File: config.mk
export PLATFORM = sky130hd
export DESIGN_NAME = mcht_tx
export DESIGN_NICKNAME = d
export VERILOG_FILES = /design/src/rtl/mcht_pkg.sv /design/src/rtl/mcht_half_tmr.sv /design/src/rtl/mcht_tx.sv
export SDC_FILE = /design/constraint.sdc
export NUM_CORES = 1
export LEC_CHECK = 0
export CORE_ASPECT_RATIO = 0.9
export CORE_MARGIN = 2
export CORE_UTILIZATION = 25
export CTS_CLUSTER_DIAMETER = 120
export DETAILED_ROUTE_END_ITERATION = 12
export MAX_ROUTING_LAYER = met4
export PLACE_DENSITY_LB_ADDON = 0.05
export SLEW_MARGIN = 10
export SYNTH_ARGS = -nofsm -noshare
export SYNTH_HDL_FRONTEND = slang
export SYNTH_SLANG_ARGS = --single-unit
File: constraint.sdc
create_clock -name CLK100M -period 2.3 [get_ports CLK100M]
set_clock_uncertainty 0.05 [all_clocks]
set_input_delay 0.46 -clock CLK100M [delete_from_list [all_inputs] [get_ports CLK100M]]
set_output_delay 0.46 -clock CLK100M [all_outputs]
set_load 0.02 [all_outputs]
File: src/rtl/mcht_pkg.sv
// Shared types and helpers for the Manchester link.
// Defining MCHT_TX_PARITY_EN adds the ePAR state (even-parity symbol after the payload).
package mcht_pkg;

    localparam int MCHT_HALF_CYC = 4;
    localparam int MCHT_IDLE_MIN = 13;

    typedef enum logic [3:0] {
        eIDLE  = 4'd0,
        eSTART = 4'd1,
        eDATA  = 4'd2,
`ifdef MCHT_TX_PARITY_EN
        ePAR   = 4'd3,
`endif
        eGAP   = 4'd4
    } mcht_tx_st_t;

    // '1' is low-then-high, '0' is high-then-low; half=1 selects the second half.
    function automatic logic mcht_sym(input logic b, input logic half);
        return half ? b : ~b;
    endfunction

endpackage

File: src/rtl/mcht_half_tmr.sv
// Loadable down-counter; tc is high while the count sits at zero.
// A load of N gives a segment of N+1 cycles.
module mcht_half_tmr #(
    parameter int pW = 4
) (
    input  logic          CLK100M,
    input  logic          RST_N,
    input  logic          load,
    input  logic [pW-1:0] load_val,
    output logic          tc
);

    logic [pW-1:0] cnt;

    always_ff @(posedge CLK100M or negedge RST_N) begin
        if (!RST_N) begin
            cnt <= '0;
        end else if (load) begin
            cnt <= load_val;
        end else if (cnt != '0) begin
            cnt <= cnt - 1'b1;
        end
    end

    assign tc = (cnt == '0);

endmodule

File: src/rtl/mcht_tx.sv
// Manchester transmitter: start symbol, LSB-first payload, enforced high idle gap.
// Optional MCHT_TX_PARITY_EN appends an even-parity symbol before the gap.
//
// state  | meaning
// eIDLE  | line high, TX_RDY high, waiting for accept
// eSTART | start symbol: half low, half high
// eDATA  | payload symbol shadow[idx]
// ePAR   | parity symbol (MCHT_TX_PARITY_EN only)
// eGAP   | line held high; last gap cycle is the eIDLE cycle
module mcht_tx
    import mcht_pkg::*;
#(
    parameter int pMSG_LEN  = 16,
    parameter int pHALF_CYC = MCHT_HALF_CYC,
    parameter int pIDLE_GAP = 16
) (
    input  logic                CLK100M,
    input  logic                RST_N,
    input  logic [pMSG_LEN-1:0] MSG,
    input  logic                TX_VLD,
    output logic                TX_RDY,
    output logic                TXD,
    output logic                BUSY
);

    localparam int IDX_W = $clog2(pMSG_LEN + 1);
    localparam int SEL_W = $clog2(pMSG_LEN);
    localparam int TMR_W = $clog2((pHALF_CYC > pIDLE_GAP) ? pHALF_CYC : pIDLE_GAP);
    localparam logic [TMR_W-1:0] HALF_LD  = TMR_W'(pHALF_CYC - 1);
    // eIDLE supplies the final high cycle, so eGAP itself lasts pIDLE_GAP-1 cycles.
    localparam logic [TMR_W-1:0] GAP_LD   = TMR_W'(pIDLE_GAP - 2);
    localparam logic [IDX_W-1:0] IDX_LAST = IDX_W'(pMSG_LEN - 1);

    mcht_tx_st_t          st, st_nxt;
    logic                 half, half_nxt;
    logic [IDX_W-1:0]     idx, idx_nxt;
    logic [pMSG_LEN-1:0]  shadow, shadow_nxt;
    logic                 txd_q, txd_nxt;
    logic                 tmr_ld, tmr_tc;
    logic [TMR_W-1:0]     tmr_val;
    logic [SEL_W-1:0]     bsel;

    mcht_half_tmr #(.pW(TMR_W)) u_tmr (
        .CLK100M  (CLK100M),
        .RST_N    (RST_N),
        .load     (tmr_ld),
        .load_val (tmr_val),
        .tc       (tmr_tc)
    );

    always_ff @(posedge CLK100M or negedge RST_N) begin
        if (!RST_N) begin
            st     <= eIDLE;
            half   <= 1'b0;
            idx    <= '0;
            shadow <= '0;
            txd_q  <= 1'b1;
        end else begin
            st     <= st_nxt;
            half   <= half_nxt;
            idx    <= idx_nxt;
            shadow <= shadow_nxt;
            txd_q  <= txd_nxt;
        end
    end

    always_comb begin
        st_nxt     = st;
        half_nxt   = half;
        idx_nxt    = idx;
        shadow_nxt = shadow;
        tmr_ld     = 1'b0;
        tmr_val    = HALF_LD;
        case (st)
            eIDLE: begin
                if (TX_VLD) begin
                    st_nxt     = eSTART;
                    half_nxt   = 1'b0;
                    idx_nxt    = '0;
                    shadow_nxt = MSG;
                    tmr_ld     = 1'b1;
                end
            end
            eSTART: begin
                if (tmr_tc) begin
                    tmr_ld   = 1'b1;
                    half_nxt = ~half;
                    if (half) st_nxt = eDATA;
                end
            end
            eDATA: begin
                if (tmr_tc) begin
                    tmr_ld   = 1'b1;
                    half_nxt = ~half;
                    if (half) begin
                        idx_nxt = idx + 1'b1;
                        if (idx == IDX_LAST) begin
`ifdef MCHT_TX_PARITY_EN
                            st_nxt  = ePAR;
`else
                            st_nxt  = eGAP;
                            tmr_val = GAP_LD;
`endif
                        end
                    end
                end
            end
`ifdef MCHT_TX_PARITY_EN
            ePAR: begin
                if (tmr_tc) begin
                    tmr_ld   = 1'b1;
                    half_nxt = ~half;
                    if (half) begin
                        st_nxt  = eGAP;
                        tmr_val = GAP_LD;
                    end
                end
            end
`endif
            eGAP: begin
                if (tmr_tc) st_nxt = eIDLE;
            end
            default: st_nxt = eIDLE;
        endcase
    end

    assign bsel = idx_nxt[SEL_W-1:0];

    // Line level is precomputed from the next state so TXD stays a plain flop.
    always_comb begin
        txd_nxt = 1'b1;
        case (st_nxt)
            eSTART:  txd_nxt = half_nxt;
            eDATA:   txd_nxt = mcht_sym(shadow_nxt[bsel], half_nxt);
`ifdef MCHT_TX_PARITY_EN
            ePAR:    txd_nxt = mcht_sym(^shadow_nxt, half_nxt);
`endif
            default: txd_nxt = 1'b1;
        endcase
    end

    assign TXD    = txd_q;
    assign TX_RDY = (st == eIDLE);
    assign BUSY   = (st != eIDLE);

endmodule

==> run metrics, run 1 <==
status finished, violations left; failing checks setup timing; register share of total power 42.4%; CP max stage cell dfrtp_1; Worst R2R Setup Slack -140 ps; Hold Fails Final Rpt 0; Tcrit/Tclk final 106%; die area 7840 um^2; routability cong. 0.817; # diodes 0; crit path from u_tmr.cnt[0]; number of synthesized flops with an enable pin 0; num rows 29; Mapped Nets 196; clk sinks 31; ys async rst share 100%; clock buffer depth 2; CTS root buffer clkbuf_8; IO Count 22; Worst EP arrival 2590 ps; CTS Buf Count 5; delay of the slowest critical-path stage 390 ps; Fmax 0.410 GHz; htree depth 2; synthesized area 1790 um^2; initial drt markers 48; largest net degree at the start of global routing 32; layout cells sized above 1 32.7%; Hold Path Origin shadow[9]; Place WS -294 ps; Crit path buffers/inverters 1; post-route setup slack -141 ps; Area growth, synth to finish 35.4%; DR DRC count 0; crit path launch type register; Leakage 1.05 nW; Synth Warn # 0; Core ar. 7000 um^2; fill count 722; Via density 4.72; Critical Path RT 2450 ps; CP top delay family multiplexers; nets 245; worst r2r src u_tmr.cnt[0]; crit end category register; first-pass GRT wire length 7.52 mm; Cells after Synth 174; Fin Hold WS 454 ps; number of hold buffers added after CTS 0; Buffers on Ports 21; switching pwr 0.518 mW; Int Pwr 1.19 mW; RSZ-0062 raised after global routing true; Sw Share 30.3%; Starting Density 25.5%; Sum Neg Setup Slack -141 ps; synth unique cells 46; Final min period 2440 ps; die height 84.2 um; Cell Area, Placed 2310 um^2; final instance area 2420 um^2; Seq/Total Area, Yosys 43.5%; placed instance count 308; clock power share 25.6%; antenna violations before repair 0; clk slew on worst S/H paths 60 ps; worst-path fanout max 5; worst vdd ir 0.352 mV; routed len/inst 14.0 um; pwr dens 707 nW/um^2; vias 1,490; CP most frequent cell mux2i_1; final total power 1.71 mW; GRT Residual Overflow 0; all-layer global routing usage 12.8%; TritonCTS clock tree yes; vias in the first global route 1,556; DP HPWL 3.42 mm; combinational power share 32.0%; Layout Utilization 34.5%; Die X 93.1 um; Post-Layout Cell Count 316; Synth Register Bits 31; fin. max-slew vios 0; Syn Area/Cell 10.3 um^2; crit-path cells inv_2, ha_4, and4bb_4, mux2_4, a21oi_4, mux2i_1, mux2i_1, mux2i_2, a2111oi_4, a211oi_2; Max Cap Viol 0; Worst-Skew Late Latency 280 ps; critical path class register to register; main flop type after synthesis dfrtp_1; final WL 4.44 mm; Final setup viols 1; post-route ant nets 0; DRT Pass-1 Iters 4; Tightest Hold Check Type register to register
-- power by group through the flow --
stage	Clock (mW)	Sequential [mW]	Combinational, mW
5_1_grt	0.484	0.738	0.614
4_1_cts	0.465	0.725	0.538
6_report	0.438	0.724	0.547
2_1_floorplan	0	0.722	0.318
3_5_place_dp	0	0.735	0.525
3_3_place_gp	0	0.738	0.513
-- registers in the layout, indices dropped and copies added, names as in the netlist --
signal	count
TXD	1
idx	5
shadow	16
half	1
u_tmr.cnt	4
st	4
-- cells in the mapped netlist (3+ instances only) --
cell type / count / area share [%]
dfrtp_1: 30 / 42
nand2_1: 24 / 5.0
mux2_2: 14 / 8.8
nor2_1: 12 / 2.5
a21oi_1: 9 / 2.5
inv_1: 9 / 1.9
mux2i_1: 8 / 4.5
o21ai_0: 7 / 2.0
buf_2: 4 / 1.1
nor3_1: 4 / 1.1
o2111ai_1: 4 / 2.0
and3_1: 3 / 1.1
buf_6: 3 / 1.9
ha_1: 3 / 2.1
nor2b_1: 3 / 1.1
-- logic make-up after synthesis --
family | after synthesis | synth area share [%]
AOI/OAI and AO/OA | 36 | 16.2
xor gates and xnor gates | 3 | 1.47
adders and majority gates | 3 | 2.10
buffers and inverters | 17 | 5.11
DFF | 31 | 43.5
muxes | 23 | 14.1
other | 1 | 0.210
and+or+nand+nor | 60 | 17.2
-- cell type report --
type,instances,area (um^2),area share [%]
clock inverter,1,5.00,0.207
multi-input combinational,126,978,40.5
inverter,9,33.8,1.40
timing repair buffer,50,425,17.6
clock buffer,6,82.6,3.41
sequential,31,777,32.1
tap,93,116,4.81
-- layout by cell type (no fill, tap or decap), types with 2 or more instances in the layout --
master | synthesis | final
clkdlybuf4s50_1 | 0 | 19
nor2b_1 | 3 | 3
buf_4 | 0 | 29
mux2i_1 | 8 | 7
and3_1 | 3 | 3
o21ai_1 | 1 | 2
o21ai_0 | 7 | 6
nor2_1 | 12 | 12
clkbuf_8 | 0 | 6
a41o_1 | 2 | 2
dlygate4sd2_1 | 0 | 2
a21oi_1 | 9 | 9
a221oi_1 | 2 | 2
inv_2 | 0 | 2
nor3b_1 | 2 | 2
o2111ai_2 | 0 | 4
mux2_2 | 14 | 14
inv_1 | 9 | 7
nand2_1 | 24 | 24
nand4_1 | 2 | 2
ha_1 | 3 | 2
dfrtp_1 | 30 | 30
nor3_1 | 4 | 4
xnor2_1 | 2 | 2
-- worst paths after layout --
path                             endpoint  depth (start not counted)
min in group asynchronous           st[3]                          2
worst min-delay path            shadow[9]                          1
worst max register to register        TXD                         10
worst min register to register  shadow[9]                          1
max in group asynchronous             TXD                          2
worst max-delay path                  TXD                         10
-- routing by layer --
layer | GRT usage, % | part of all wire, % | vias up
met5 | - | 0 | -
met4 | 4.95 | 1.8 | 0
met3 | 2.78 | 4.2 | 9
met2 | 20.2 | 48 | 46
met1 | 16.0 | 46 | 722
li1 | - | - | 713
-- repair_timing --
action,in CTS,in global routing
setup buffers,1,1
endpoints found under the hold margin,0,0
resized for setup,5,3
setup endpoints to repair,3,1
pin swaps,1,3
Power figures use the tool's default switching activity.
==> run 2, diff against run 1 <==
--- a/config.mk
+++ b/config.mk
@@ -6,7 +6,7 @@
 export NUM_CORES = 1
 export LEC_CHECK = 0
 export CORE_ASPECT_RATIO = 0.9
-export CORE_MARGIN = 2
+export CORE_MARGIN = 4
 export CORE_UTILIZATION = 25
 export CTS_CLUSTER_DIAMETER = 120
 export DETAILED_ROUTE_END_ITERATION = 12
==> run metrics, run 2 (synthesis results as in run 1) <==
routed len/inst 13.5 um; clk sinks 31; Regs by FF count shadow x16, idx x5; DR DRC count 0; Worst EP arrival 2600 ps; Final min period 2440 ps; number of hold buffers added after CTS 0; Worst Hold Path Cells 1; worst vdd ir 0.306 mV; vias 1,455; Starting Density 26.4%; Area growth, synth to finish 35.4%; die height 88.2 um; final instance area 2420 um^2; most frequent cells in the layout dfrtp_1, buf_4, nand2_1; Worst-Skew Late Latency 280 ps; # diodes 0; clk slew on worst S/H paths 70 ps; vias in the first global route 1,521; area occupied by multi-input gates 966 um^2; DP HPWL 3.28 mm; post-route setup slack -138 ps; IO Count 22; Fin Hold WS 463 ps; most common cell after layout, fill and taps aside dfrtp_1; CP most frequent cell mux2i_1; Tightest Hold Check Type register to register; CTS Buf Count 5; Max Cap Viol 0; initial drt markers 59; fill count 675; antenna violations before repair 0; TritonCTS clock tree yes; Fmax 0.410 GHz; Leakage 1.06 nW; fin. max-slew vios 0; post-route ant nets 0; Post-Layout Cell Count 314; worst-path fanout max 6; pwr dens 719 nW/um^2; Reg area 777 um^2; crit-path cells inv_2, ha_4, and4bb_4, mux2_4, a21oi_4, mux2i_1, mux2i_1, mux2i_2, a2111oi_4, a211oi_2; Place WS -285 ps; delay of the slowest critical-path stage 400 ps; Buffers on Ports 21; DRT Pass-1 Iters 4; final WL 4.24 mm; Hold Fails Final Rpt 0; failing checks setup timing; placed instance count 306; nets 245; num rows 28; layout cells sized above 1 32.6%; CTS root buffer clkbuf_8; Via density 4.63; status finished, violations left; routability cong. 0.834; critical path class register to register; Die X 97.1 um; htree depth 2; Largest Register shadow; max FFs per register 16; Final setup viols 1; clock buffer depth 2; crit end category register; GRT Residual Overflow 0; RSZ-0062 raised after global routing true; all-layer global routing usage 11.1%; first-pass GRT wire length 7.33 mm; CP max stage cell dfrtp_1; Critical Path RT 2460 ps; Cell Area, Placed 2310 um^2; crit path launch type register; Tcrit/Tclk final 106%; Core ar. 6760 um^2; reg2reg path depth 10; die area 8570 um^2; Sum Neg Setup Slack -138 ps; largest net degree at the start of global routing 32
[run 2: area by class of cell]
cell class	instances	share of cell area, %
flip-flops and latches	31	32.1
multi-input cells	126	39.9
inverters	9	1.40
well taps	90	4.66
repair buffers	50	17.6
clock inverters	1	0.310
clock buffers	7	3.98
[run 2: stage by stage]
step / utilization, % / power (mW)
floorplan: - / 1.04
finish: 35.8 / 1.74
global placement: 34.2 / 1.26
CTS: 35.8 / 1.77
detailed placement: 34.2 / 1.27
global route: 35.8 / 1.87
[run 2: layer usage]
| metal | global-route usage (%) | wire, um | vias to the layer above |
|---|---|---|---|
| met3 | 2.71 | 131 | 8 |
| met4 | 4.21 | 68 | 0 |
| li1 | - | - | 716 |
| met2 | 17.2 | 1940 | 17 |
| met1 | 14.2 | 2100 | 714 |
| met5 | - | 0 | - |
[run 2: critical path: cells and delay by family, from the launching register on]
kind,cells,cell delay [ps]
flops,1,400
simple gates,1,290
buf+inv,1,80
mux,4,930
fa+ha+maj,1,130
compound gates,3,480
[run 2: final timing paths]
path	startpoint	endpoint	slack, ps
worst max-delay path	u_tmr.cnt[0]	TXD	-140
worst min-delay path	shadow[9]	shadow[9]	460
min in group asynchronous	RST_N	shadow[4]	520
worst min register to register	shadow[9]	shadow[9]	460
worst max register to register	u_tmr.cnt[0]	TXD	-140
max in group asynchronous	RST_N	TXD	1360
[run 2: what timing repair did]
action                                 4_1_cts  5_1_grt
cloned                                       0        0
pin swaps                                    3        2
setup endpoints to repair                    3        1
buffers inserted                             1        0
endpoints found under the hold margin        0        0
gates resized for setup                      5        0
[run 2: power breakdown]
part           leakage (nW)  total [mW]  switching [mW]  internal, mW
combinational         0.625       0.532           0.241         0.290
clock                0.0505       0.488           0.216         0.272
sequential            0.383       0.720          0.0655         0.655
total                  1.06        1.74           0.523          1.22
